`config.mk`:
```
export PLATFORM = sky130hd
export DESIGN_NAME = ahb3lite_gpio_timer
export DESIGN_NICKNAME = d
export VERILOG_FILES = /design/src/rtl/ahb3lite_gpio_timer.sv
export SDC_FILE = /design/constraint.sdc
export NUM_CORES = 1
export LEC_CHECK = 0
export ABC_CLOCK_PERIOD_IN_PS = 3700
export CAP_MARGIN = 20
export CORE_ASPECT_RATIO = 0.75
export CORE_MARGIN = 1
export CORE_UTILIZATION = 54
export DETAILED_ROUTE_END_ITERATION = 10
export PLACE_DENSITY_LB_ADDON = 0.08
export SLEW_MARGIN = 20
export SYNTH_ARGS = -nofsm -noshare
export SYNTH_HDL_FRONTEND = slang
export SYNTH_SLANG_ARGS = --single-unit
```
`constraint.sdc`:
```
create_clock -name hclk_i -period 3.7 [get_ports hclk_i]
set_clock_uncertainty 0.15 [all_clocks]
set_input_delay 1.11 -clock hclk_i [delete_from_list [all_inputs] [get_ports hclk_i]]
set_output_delay 1.11 -clock hclk_i [all_outputs]
set_load 0.01 [all_outputs]
```
`src/rtl/ahb3lite_gpio_timer.sv`:
```
// AHB3-Lite responder exposing LED outputs, synchronized buttons and a 32-bit down-counter with IRQ.
// Legal word accesses complete with zero wait states; illegal ones receive a two-cycle ERROR.
module ahb3lite_gpio_timer #(
  parameter int g_haddr_size = 32,
  parameter int g_hdata_size = 32,
  parameter int g_gpo_width  = 8,
  parameter int g_gpi_width  = 1
) (
  input  logic                    hclk_i,
  input  logic                    hreset_n_i,
  input  logic                    hsel_i,
  input  logic [g_haddr_size-1:0] haddr_i,
  input  logic [g_hdata_size-1:0] hwdata_i,
  output logic [g_hdata_size-1:0] hrdata_o,
  input  logic                    hwrite_i,
  input  logic [2:0]              hsize_i,
  input  logic [2:0]              hburst_i,
  input  logic [3:0]              hprot_i,
  input  logic [1:0]              htrans_i,
  output logic                    hreadyout_o,
  input  logic                    hready_i,
  output logic                    hresp_o,
  output logic [g_gpo_width-1:0]  gpo_o,
  input  logic [g_gpi_width-1:0]  gpi_i,
  output logic                    irq_o
);

  localparam logic [2:0] a_gpo    = 3'd0;
  localparam logic [2:0] a_gpi    = 3'd1;
  localparam logic [2:0] a_ctrl   = 3'd2;
  localparam logic [2:0] a_load   = 3'd3;
  localparam logic [2:0] a_count  = 3'd4;
  localparam logic [2:0] a_status = 3'd5;
  localparam logic [g_hdata_size-1:0] count_one = {{(g_hdata_size-1){1'b0}}, 1'b1};

  typedef enum logic [1:0] {st_idle, st_err1, st_err2} state_t;

  state_t                  state_reg, state_next;
  logic                    valid, legal;
  logic                    dp_valid_reg, dp_write_reg;
  logic [2:0]              dp_addr_reg;
  logic [g_gpo_width-1:0]  gpo_reg, gpo_next;
  logic [g_gpi_width-1:0]  gpi_meta_reg, gpi_sync_reg;
  logic                    enable_reg, enable_next;
  logic                    auto_reg, auto_next;
  logic                    irq_en_reg, irq_en_next;
  logic                    expired_reg, expired_next;
  logic [g_hdata_size-1:0] load_reg, load_next;
  logic [g_hdata_size-1:0] count_reg, count_next;
  logic                    expire;
  logic                    wr, wr_gpo, wr_ctrl, wr_load, wr_status;
  logic                    unused_bits;

  assign unused_bits = ^{hburst_i, hprot_i, htrans_i[0], haddr_i[g_haddr_size-1:5], haddr_i[1:0]};

  assign valid = hsel_i & hready_i & htrans_i[1];
  assign legal = (hsize_i == 3'b010) && (haddr_i[4:2] <= a_status);

  // Illegal transfers never reach the data-phase register, so they cannot cause side effects.
  always_ff @(posedge hclk_i or negedge hreset_n_i) begin
    if (!hreset_n_i) begin
      dp_valid_reg <= 1'b0;
      dp_write_reg <= 1'b0;
      dp_addr_reg  <= 3'd0;
    end else begin
      dp_valid_reg <= valid & legal;
      if (valid) begin
        dp_write_reg <= hwrite_i;
        dp_addr_reg  <= haddr_i[4:2];
      end
    end
  end

  always_ff @(posedge hclk_i or negedge hreset_n_i) begin
    if (!hreset_n_i) state_reg <= st_idle;
    else             state_reg <= state_next;
  end

  always_comb begin
    state_next = state_reg;
    case (state_reg)
      st_idle: if (valid && !legal) state_next = st_err1;
      st_err1: state_next = st_err2;
      st_err2: state_next = (valid && !legal) ? st_err1 : st_idle;
      default: state_next = st_idle;
    endcase
  end

  assign hreadyout_o = (state_reg != st_err1);
  assign hresp_o     = (state_reg != st_idle);

  assign wr        = dp_valid_reg & dp_write_reg;
  assign wr_gpo    = wr && (dp_addr_reg == a_gpo);
  assign wr_ctrl   = wr && (dp_addr_reg == a_ctrl);
  assign wr_load   = wr && (dp_addr_reg == a_load);
  assign wr_status = wr && (dp_addr_reg == a_status);

  // Bus writes are applied after the timer step so they take priority; expiry overrides W1C.
  always_comb begin
    gpo_next     = gpo_reg;
    enable_next  = enable_reg;
    auto_next    = auto_reg;
    irq_en_next  = irq_en_reg;
    expired_next = expired_reg;
    load_next    = load_reg;
    count_next   = count_reg;
    expire       = 1'b0;
    if (enable_reg) begin
      if (count_reg != '0) begin
        count_next = count_reg - count_one;
      end else begin
        expire = 1'b1;
        if (auto_reg) count_next  = load_reg;
        else          enable_next = 1'b0;
      end
    end
    if (wr_gpo) gpo_next = hwdata_i[g_gpo_width-1:0];
    if (wr_ctrl) begin
      enable_next = hwdata_i[0];
      auto_next   = hwdata_i[1];
      irq_en_next = hwdata_i[2];
    end
    if (wr_load) begin
      load_next  = hwdata_i;
      count_next = hwdata_i;
    end
    if (wr_status && hwdata_i[0]) expired_next = 1'b0;
    if (expire) expired_next = 1'b1;
  end

  always_ff @(posedge hclk_i or negedge hreset_n_i) begin
    if (!hreset_n_i) begin
      gpo_reg      <= '0;
      gpi_meta_reg <= '0;
      gpi_sync_reg <= '0;
      enable_reg   <= 1'b0;
      auto_reg     <= 1'b0;
      irq_en_reg   <= 1'b0;
      expired_reg  <= 1'b0;
      load_reg     <= '0;
      count_reg    <= '0;
    end else begin
      gpo_reg      <= gpo_next;
      gpi_meta_reg <= gpi_i;
      gpi_sync_reg <= gpi_meta_reg;
      enable_reg   <= enable_next;
      auto_reg     <= auto_next;
      irq_en_reg   <= irq_en_next;
      expired_reg  <= expired_next;
      load_reg     <= load_next;
      count_reg    <= count_next;
    end
  end

  always_comb begin
    hrdata_o = '0;
    if (dp_valid_reg && !dp_write_reg) begin
      case (dp_addr_reg)
        a_gpo:    hrdata_o[g_gpo_width-1:0] = gpo_reg;
        a_gpi:    hrdata_o[g_gpi_width-1:0] = gpi_sync_reg;
        a_ctrl:   hrdata_o[2:0] = {irq_en_reg, auto_reg, enable_reg};
        a_load:   hrdata_o = load_reg;
        a_count:  hrdata_o = count_reg;
        a_status: hrdata_o[0] = expired_reg;
        default:  hrdata_o = '0;
      endcase
    end
  end

  assign gpo_o = gpo_reg;
  assign irq_o = expired_reg & irq_en_reg;

endmodule
```
* After elaboration in Yosys (flattened, before gate mapping)
Index checks and enable logic that the tools add are counted.
** Storage, ports and cells
- Register bits after elaboration :: 85
- Input bits :: 82
- Output and inout port bits :: 43
- Logic and storage cells :: 68
** Cells by class
- Add/sub/neg operators :: 1
- Order comparisons :: 1
- Equal/unequal tests :: 10
- Mux-type cells :: 20
- Bitwise logic cells :: 5
- Reductions and logical operators :: 18
** Operators by type and width (number)
- $mux W32 :: 5
- $pmux W24 S2 :: 1
- $reduce_bool A32 Y1 :: 1
- $sub A32 B1 Y32 const B :: 1
- $pmux W5 S3 :: 1
- $eq A3 B2 Y1 const B :: 3
- $mux W1 :: 9
- $logic_and A1 B1 Y1 :: 8
- $pmux W2 S4 :: 1
- $eq A3 B3 Y1 const B :: 2
- $pmux W1 S6 :: 1
- $pmux W2 S3 :: 1
- $reduce_bool A2 Y1 :: 3
- $and A1 B1 Y1 :: 5
- $eq A3 B1 Y1 const B :: 1
- $le A3 B3 Y1 const B :: 1
- $logic_not A3 Y1 :: 1
- $reduce_bool A3 Y1 :: 1
- $eq A2 B1 Y1 const B :: 1
- $eq A2 B2 Y1 const B :: 1
- $logic_not A1 Y1 :: 2
- $logic_not A2 Y1 :: 1
- $mux W2 :: 1
- $ne A2 B1 Y1 const B :: 1
- 2 further kinds :: 2

* Depth between registers and ports, before layout
Gate-level depths: netlist of run 1.
- Depth in word-level cells :: 6
- Mapped depth :: 10
- Depth with buffers taken out :: 8

* Worst setup path after synthesis of run 1
No wires, ideal clock.
- Kind :: flip-flop to output port
- Start :: reg dp_addr_reg[0]
- End :: out hrdata_o[2]
- Arrival time :: 1.748 ns
- Required time :: 2.440 ns
- Setup slack :: 0.692 ns
- Stages on the path, launching flop included :: 8
- Buffers on the path :: 3
- Path through :: dfrtp_1 > clkbuf_1 > nor2_1 > and2_0 > clkbuf_1 > clkbuf_1 > a221oi_1 > nor2_1
** On the way
- Longest elaborated chain between the ends :: 3
- Elaborated cells between the ends (all ways) :: 6
- Those cells by class :: eq/ne: 3; mux: 2; reduce/logical: 1
** RTL lines
- from (decl) :: RTL line 41 : logic [2:0] dp_addr_reg;
- from (signal assigned) :: RTL line 69 : dp_addr_reg <= haddr_i[4:2];
- $eq A3 B3 Y1, or another cell as far along :: RTL line 158 : case (dp_addr_reg)
- $pmux W2 S4 (*) :: RTL line 158
- $mux W32 (*) :: RTL line 157 : if (dp_valid_reg && !dp_write_reg) begin
- to (decl) :: RTL line 14 : output logic [g_hdata_size-1:0] hrdata_o,
Mark *: on every way between the ends. The rest lies on a longest branch, timed or not.

* Worst setup path in the final report of run 1
- Start :: reg dp_addr_reg[2]
- End :: out hrdata_o[0]
** On the way
- Longest elaborated chain between the ends :: 3
- Elaborated cells between the ends (all ways) :: 8
- Those cells by class :: eq/ne: 5; mux: 2; reduce/logical: 1
** RTL lines (RTL line)
- $eq A3 B3 Y1, or another cell as far along :: 158
- $pmux W1 S6 (*) :: 158
- $mux W32 (*) :: 157
Marked as above.

==> results of run 1 <==
power by group:
group	leakage [nW]	switching [W]	internal (W)
registers	0.944	0.000167	0.00103
clock network	0.132	0.000360	0.000491
logic	1.49	0.000319	0.000279
total	2.56	0.000846	0.00180
worst min path at each step:
stage / start / endpoint / slack, ps / cells past startpoint
finish: gpi_meta_reg / gpi_sync_reg / 220 / 0
detailed placement: gpi_meta_reg / gpi_sync_reg / 200 / 0
floorplan: gpi_meta_reg / gpi_sync_reg / 180 / 0
CTS: gpi_meta_reg / gpi_sync_reg / 210 / 0
global route: gpi_meta_reg / gpi_sync_reg / 220 / 0
global placement: gpi_meta_reg / gpi_sync_reg / 180 / 0
stage by stage:
step	util (%)	instances	area (µm²)	power, W	worst slack [ps]
6_report	70.4	805	6420	0.00264	102
5_1_grt	70.4	805	6420	0.00276	13.5
4_1_cts	70.3	805	6410	0.00263	53.6
3_5_place_dp	67.2	789	6130	0.00178	414
3_3_place_gp	67.2	789	6130	0.00176	398
2_1_floorplan	-	598	5110	0.00156	692
critical path: stages (launching register included):
cell             delay [ps]
dfrtp_2                 480
buf_4                   200
nor2b_1                 200
nand2_1                  80
a21oi_1                 120
a21oi_1                  70
a21oi_1                 160
o21ba_2                 160
clkdlybuf4s50_1         520
logic make-up after synthesis:
family | Yosys count
buffers and inverters | 50
xor gates and xnor gates | 14
muxes | 20
adders and majority gates | 2
DFF | 85
and+or+nand+nor | 278
AOI/OAI and AO/OA | 149
placed cells by master, fill, tap and decap left out, types with 3 or more instances in the layout:
master           instances
xor2_1                  10
nor3b_1                  3
or3_1                    3
nor3_1                  10
a21oi_1                 30
inv_1                    6
o211ai_1                10
a211o_1                  7
nand4_1                  8
and2_1                   4
a221oi_1                 3
buf_4                   19
xnor2_1                  4
mux2i_1                  5
nor2b_1                  4
nand2_1                121
a22oi_1                 31
and3_1                   4
o21ai_1                  9
nor2_1                  64
a31oi_1                 12
clkdlybuf4s50_1         86
clkbuf_16                9
nor4_1                   4
nand2b_1                 6
nor4_4                   3
o21ai_0                 14
nor4_2                   3
dfrtp_1                 84
o31ai_1                  3
nand3_1                 23
mux2_2                  15
metal layers:
layer,up-vias,GRT usage (%)
met1,2479,46.9
met4,0,9.33
met3,27,5.59
met5,-,0
li1,2294,-
met2,263,51.0
cell type report:
class	instances	area share [%]
clock inverter	3	0.312
tap	128	2.49
inverter	6	0.351
timing repair buffer	107	16.3
sequential	85	33.1
multi-input combinational	463	43.4
clock buffer	13	4.05
cells in the mapped netlist (all sizes together), types with 7 or more instances:
| library cell | number | area, µm² |
|---|---|---|
| nand2 | 121 | 454 |
| dfrtp | 85 | 2130 |
| nor2 | 65 | 260 |
| a22oi | 31 | 233 |
| a21oi | 30 | 150 |
| clkbuf | 28 | 105 |
| nand3 | 24 | 120 |
| o21ai | 23 | 115 |
| buf | 16 | 90.1 |
| mux2 | 15 | 169 |
| nor3 | 13 | 86.3 |
| a31oi | 12 | 75.1 |
| nand4 | 10 | 83.8 |
| nor4 | 10 | 118 |
| o211ai | 10 | 75.1 |
| xor2 | 10 | 87.6 |
| a211o | 7 | 61.3 |
==> impl_results.md, run 1 <==
- Slew Limit Fails: 0
- Avg Inst Size Synth: 8.55 µm²
- Max Clk Rate: 0.278 GHz
- Final min period: 3600 ps
- Initial antenna violation count: 0
- Clk_lat worst skew: 340 ps
- Initial core utilization: 56.1%
- Hold buffer count at CTS: 0
- Detail Route Antenna Nets: 0
- Overall routed net length: 15300 µm
- Pleak: 2.56 nW
- Worst r2r dst: count_reg[3]
- Synth cell types: 67
- Die W: 114 µm
- R2R Path Start: count_reg[10]
- # DRC: 0
- Hold Crit Class: register to register
- Top Ports: 125
- Final hold viol count: 0
- Setup violations, final: 0
- Number of clock sinks: 85
- Setup slack, reg-to-reg: 710 ps
- Final period util: 97.2%
- Maximum vdd ir drop: 301 µV
- GP Congestion: 0.961
- Setup TNS: 0 ps
- FF/Latch Area: 2130 µm²
- Post-synthesis mux area share: 4.28%
- Syn. warnings: 0
- CP startpoint kind: register
- I/O Buffers: 87
- Syn Std Cell Area: 5110 µm²
- CTS tree: built
- Unrepaired setup endpoints after global routing: no
- Met2 WL post-DR: 6920 µm
- Total number of vias: 5063
- Crit path capture type: output port
- H-tree depth: 3
- Max-cap viol count: 0
- Mapped Cells: 598
- # fillers: 728
- Main flop type after synthesis: dfrtp_1
- Share of cells above drive strength 1: 10.5%
- Crit path from: dp_addr_reg[2]
- Clock Pin Slew Worst Setup and Hold Paths: 60 ps
- Resized Gates After CTS: 0
- Post-synthesis sequential area ratio: 41.6%
- Largest net degree at the start of global routing: 47
- Core region area: 9120 µm²
- Die Y: 86.3 µm
- First-pass GRT wire length: 25000 µm
- Total GRT Usage: 32.6%
- Dpl hpwl: 10600 µm
- Ant diodes: 0
- CTS max path bufs: 2
- Critical Path End: hrdata_o[0]
- Starting DRT DRC Count: 440
- Crit path DAT: 2340 ps
- Status: completed
- WS Path Type: register to output port
- Slew @ Worst Pin: 783 ps
- GRT overflow: 0
- Worst-case headroom to the max-slew limit: 47.5%
- PD cells: 411 nW/µm²
- Ys async rst share: 100%
- Compound-Gate Fraction of Synth Area: 20.3%
- Post-synthesis simple-gate area fraction: 26.7%
- Area growth, synth to finish: 25.5%
- Adder-cell share of the synthesized area: 0.489%
- DR top layer: met4
- Row cnt: 30
- WL met1: 6810 µm
- Maximum fanout along the worst path: 9
- Post-CTS setup buffers: 0
- Largest family of logic cells by synthesized area: simple AND/OR/NAND/NOR gates
- Die area: 9870 µm²
- Post-synth EDFFs: 0
- Routed len/inst: 19.1 µm
- Hold slack: 219 ps
- Flops & latches, synth: 85
- Vias per inst: 6.29
- CTS Buf Count: 9
- Synthesized Nets: 682
- Reg2Reg Depth: 7
- XOR/XNOR share of the synthesized area: 2.40%
- Final nets: 756
- CP required: 2440 ps
- First drt pass iteration count: 7
- Clock tree root driver cell: clkbuf_16
- Vias in the first global route: 4872
- Multi-input logic area: 2790 µm²
- Wire length on met3: 1350 µm
Note: power is estimated with default switching activity, not from simulation.
==> run 2: changes to the inputs <==
- CORE_ASPECT_RATIO: 0.75 -> 0.6
==> run 2 against run 1 <==
Compared with the run above:
- cell count up 0.87%
- clock-buffer cell count shrank 2
- die area about the same
- clock power grew 14%
- sequential share of layout area down 0.26 points
- design area is 0.78% higher
- largest power group unchanged
==> impl_results.md, run 2 (same netlist as run 1, synthesis figures left out) <==
- Final hold viol count: 0 (unchanged)
- I/O Buffers: 87 (unchanged)
- Initial core utilization: 55.7% (-0.41 points)
- Routed len/inst: 18.6 µm (-2.3%)
- Maximum vdd ir drop: 352 µV (+17%)
- Crit path capture type: output port
- Core region area: 9190 µm² (+0.74%)
- Status: completed
- Total design power: 0.00278 W (+5.1%)
- Maximum fanout along the worst path: 20 (+11)
- Final period util: 95.6% (-1.6 points)
- R2R Path Start: count_reg[15]
- Dpl hpwl: 10600 µm (-0.16%)
- CP required: 2440 ps (about the same)
- Clock power frac: 35.0% (+2.8 points)
- GP Congestion: 0.897 (-6.7%)
- Net Sw Frac: 31.4% (-0.67 points)
- Vias per inst: 6.22 (-1.1%)
- Detail Route Antenna Nets: 0 (unchanged)
- Crit path from: dp_addr_reg[0]
- P_sw: 0.000871 W (+2.9%)
- First-pass GRT wire length: 24400 µm (-2.2%)
- # fillers: 714 (-1.9%)
- Ant diodes: 0 (unchanged)
- CTS tree: built
- Total GRT Usage: 32.2% (-0.37 points)
- CTS Buf Count: 9 (unchanged)
- Hold buffer count at CTS: 0 (unchanged)
- Hold Crit Class: register to register
- Slew Limit Fails: 0 (unchanged)
- Most frequent cells in the layout: nand2_1 (121), clkdlybuf4s50_1 (86), dfrtp_1 (84), nor2_1 (64), a22oi_1 (31)
- Worst-case headroom to the max-slew limit: 32.1% (-15 points)
- Die Y: 77.4 µm (-10%)
- Slew @ Worst Pin: 1010 ps (+227 ps)
- Setup TNS: 0 ps (unchanged)
- Unrepaired setup endpoints after global routing: no
- Total placed cells including tap cells: 796 (+0.89%)
- Row cnt: 27 (-10%)
- First drt pass iteration count: 5 (-2)
- Finished Layout Cells: 812 (+0.87%)
- Total number of vias: 5049 (-0.28%)
- Pleak: 2.59 nW (+1.1%)
- Clk_lat worst skew: 340 ps (about the same)
- CP startpoint kind: register
- Die area: 9880 µm² (about the same)
- Commonest non-fill, non-tap cell in the layout: nand2_1
- Int Power: 0.00191 W (+6.1%)
- Setup violations, final: 0 (unchanged)
- Number of clock sinks: 85 (unchanged)
- Share of cells above drive strength 1: 11.1% (+0.66 points)
- Die W: 128 µm (+12%)
- Overall routed net length: 15100 µm (-1.5%)
- Max Clk Rate: 0.283 GHz (+1.7%)
- Comb pwr share: 22.3% (-0.3 points)
- H-tree depth: 3 (unchanged)
- Hold Startpoint: gpi_meta_reg
- Final nets: 761 (+0.66%)
- Largest net degree at the start of global routing: 56 (+19%)
- Area growth, synth to finish: 26.5%
- Top Ports: 125 (unchanged)
- CTS max path bufs: 2 (unchanged)
- Vias in the first global route: 4692 (-3.7%)
- Starting DRT DRC Count: 567 (+29%)
- # DRC: 0 (unchanged)
- Clock Pin Slew Worst Setup and Hold Paths: 60 ps (about the same)
- Crit path DAT: 2280 ps (-60 ps)
- Initial antenna violation count: 0 (unchanged)
- Clock tree root driver cell: clkbuf_16
- Seq pwr share: 42.7% (-2.5 points)
- WS Path Type: register to output port
- Max-cap viol count: 0 (unchanged)
- Final min period: 3540 ps (-60.4 ps)
- GRT overflow: 0 (unchanged)
- PD cells: 429 nW/µm² (+4.3%)
-- run 2: changes by cell type in the layout (fill, tap and decap cells not counted), sizes merged --
| cell | change |
|---|---|
| clkbuf | -2 |
| bufinv | +2 |
| buf | +5 |
| clkinvlp | -1 |
| clkinv | +1 |
-- run 2: area by class of cell --
class	instances	area (µm²)	area share, %
Clock buffer	11	233	3.60
Clock inverter	5	85.1	1.31
Inverter	6	22.5	0.348
Tap cell	130	163	2.51
Timing Repair Buffer	112	1060	16.4
Sequential cell	85	2130	32.9
Multi-Input combinational cell	463	2780	43.0
-- run 2: final timing paths --
| kind | to | cells past startpoint | slack, ps |
|---|---|---|---|
| hold reg to reg | gpi_sync_reg | 0 | 200 |
| hold / removal | gpi_sync_reg | 0 | 200 |
| setup / recovery | hrdata_o[8] | 6 | 160 |
| max in group asynchronous | load_reg[0] | 2 | 2000 |
| min in group asynchronous | state_reg[1] | 1 | 670 |
| setup reg to reg | count_reg[14] | 6 | 850 |
-- run 2: stage by stage --
stage | area, µm² | util, % | hold slack (ps) | worst slack [ps]
floorplan | 5110 | - | 181 | 692
global placement | 6140 | 66.9 | 185 | 456
detailed placement | 6140 | 66.9 | 186 | 390
CTS | 6470 | 70.4 | 199 | 73.2
global route | 6470 | 70.4 | 219 | 16.7
finish | 6470 | 70.4 | 196 | 162
-- run 2: power by group through the flow --
stage	sequential, W	combinational, W	clock [W]
global placement	0.00119	0.000587	0
global route	0.00120	0.000677	0.00103
CTS	0.00118	0.000611	0.000988
detailed placement	0.00120	0.000604	0
finish	0.00119	0.000618	0.000972
floorplan	0.00113	0.000426	0
-- run 2: worst max-delay path, stage by stage, from the launching register on --
cell	delay, ps
dfrtp_1	390
nor2_1	250
and2_0	230
buf_6	240
a22oi_1	160
nor2_1	120
clkdlybuf4s50_1	540
-- run 2: metal layers --
| metal | up-vias | wire, µm | track usage (%) |
|---|---|---|---|
| met5 | - | 0 | 0 |
| met4 | 0 | 274 | 10.5 |
| met3 | 25 | 1460 | 7.59 |
| met2 | 263 | 6530 | 46.2 |
| met1 | 2454 | 6850 | 47.8 |
| li1 | 2307 | - | - |
-- run 2: what timing repair did --
item                                    CTS  global route
gates cloned                              0             0
resized for setup                         1             2
buffers inserted                          0             0
endpoints found under the setup margin    1             3
pin swaps                                 0             0
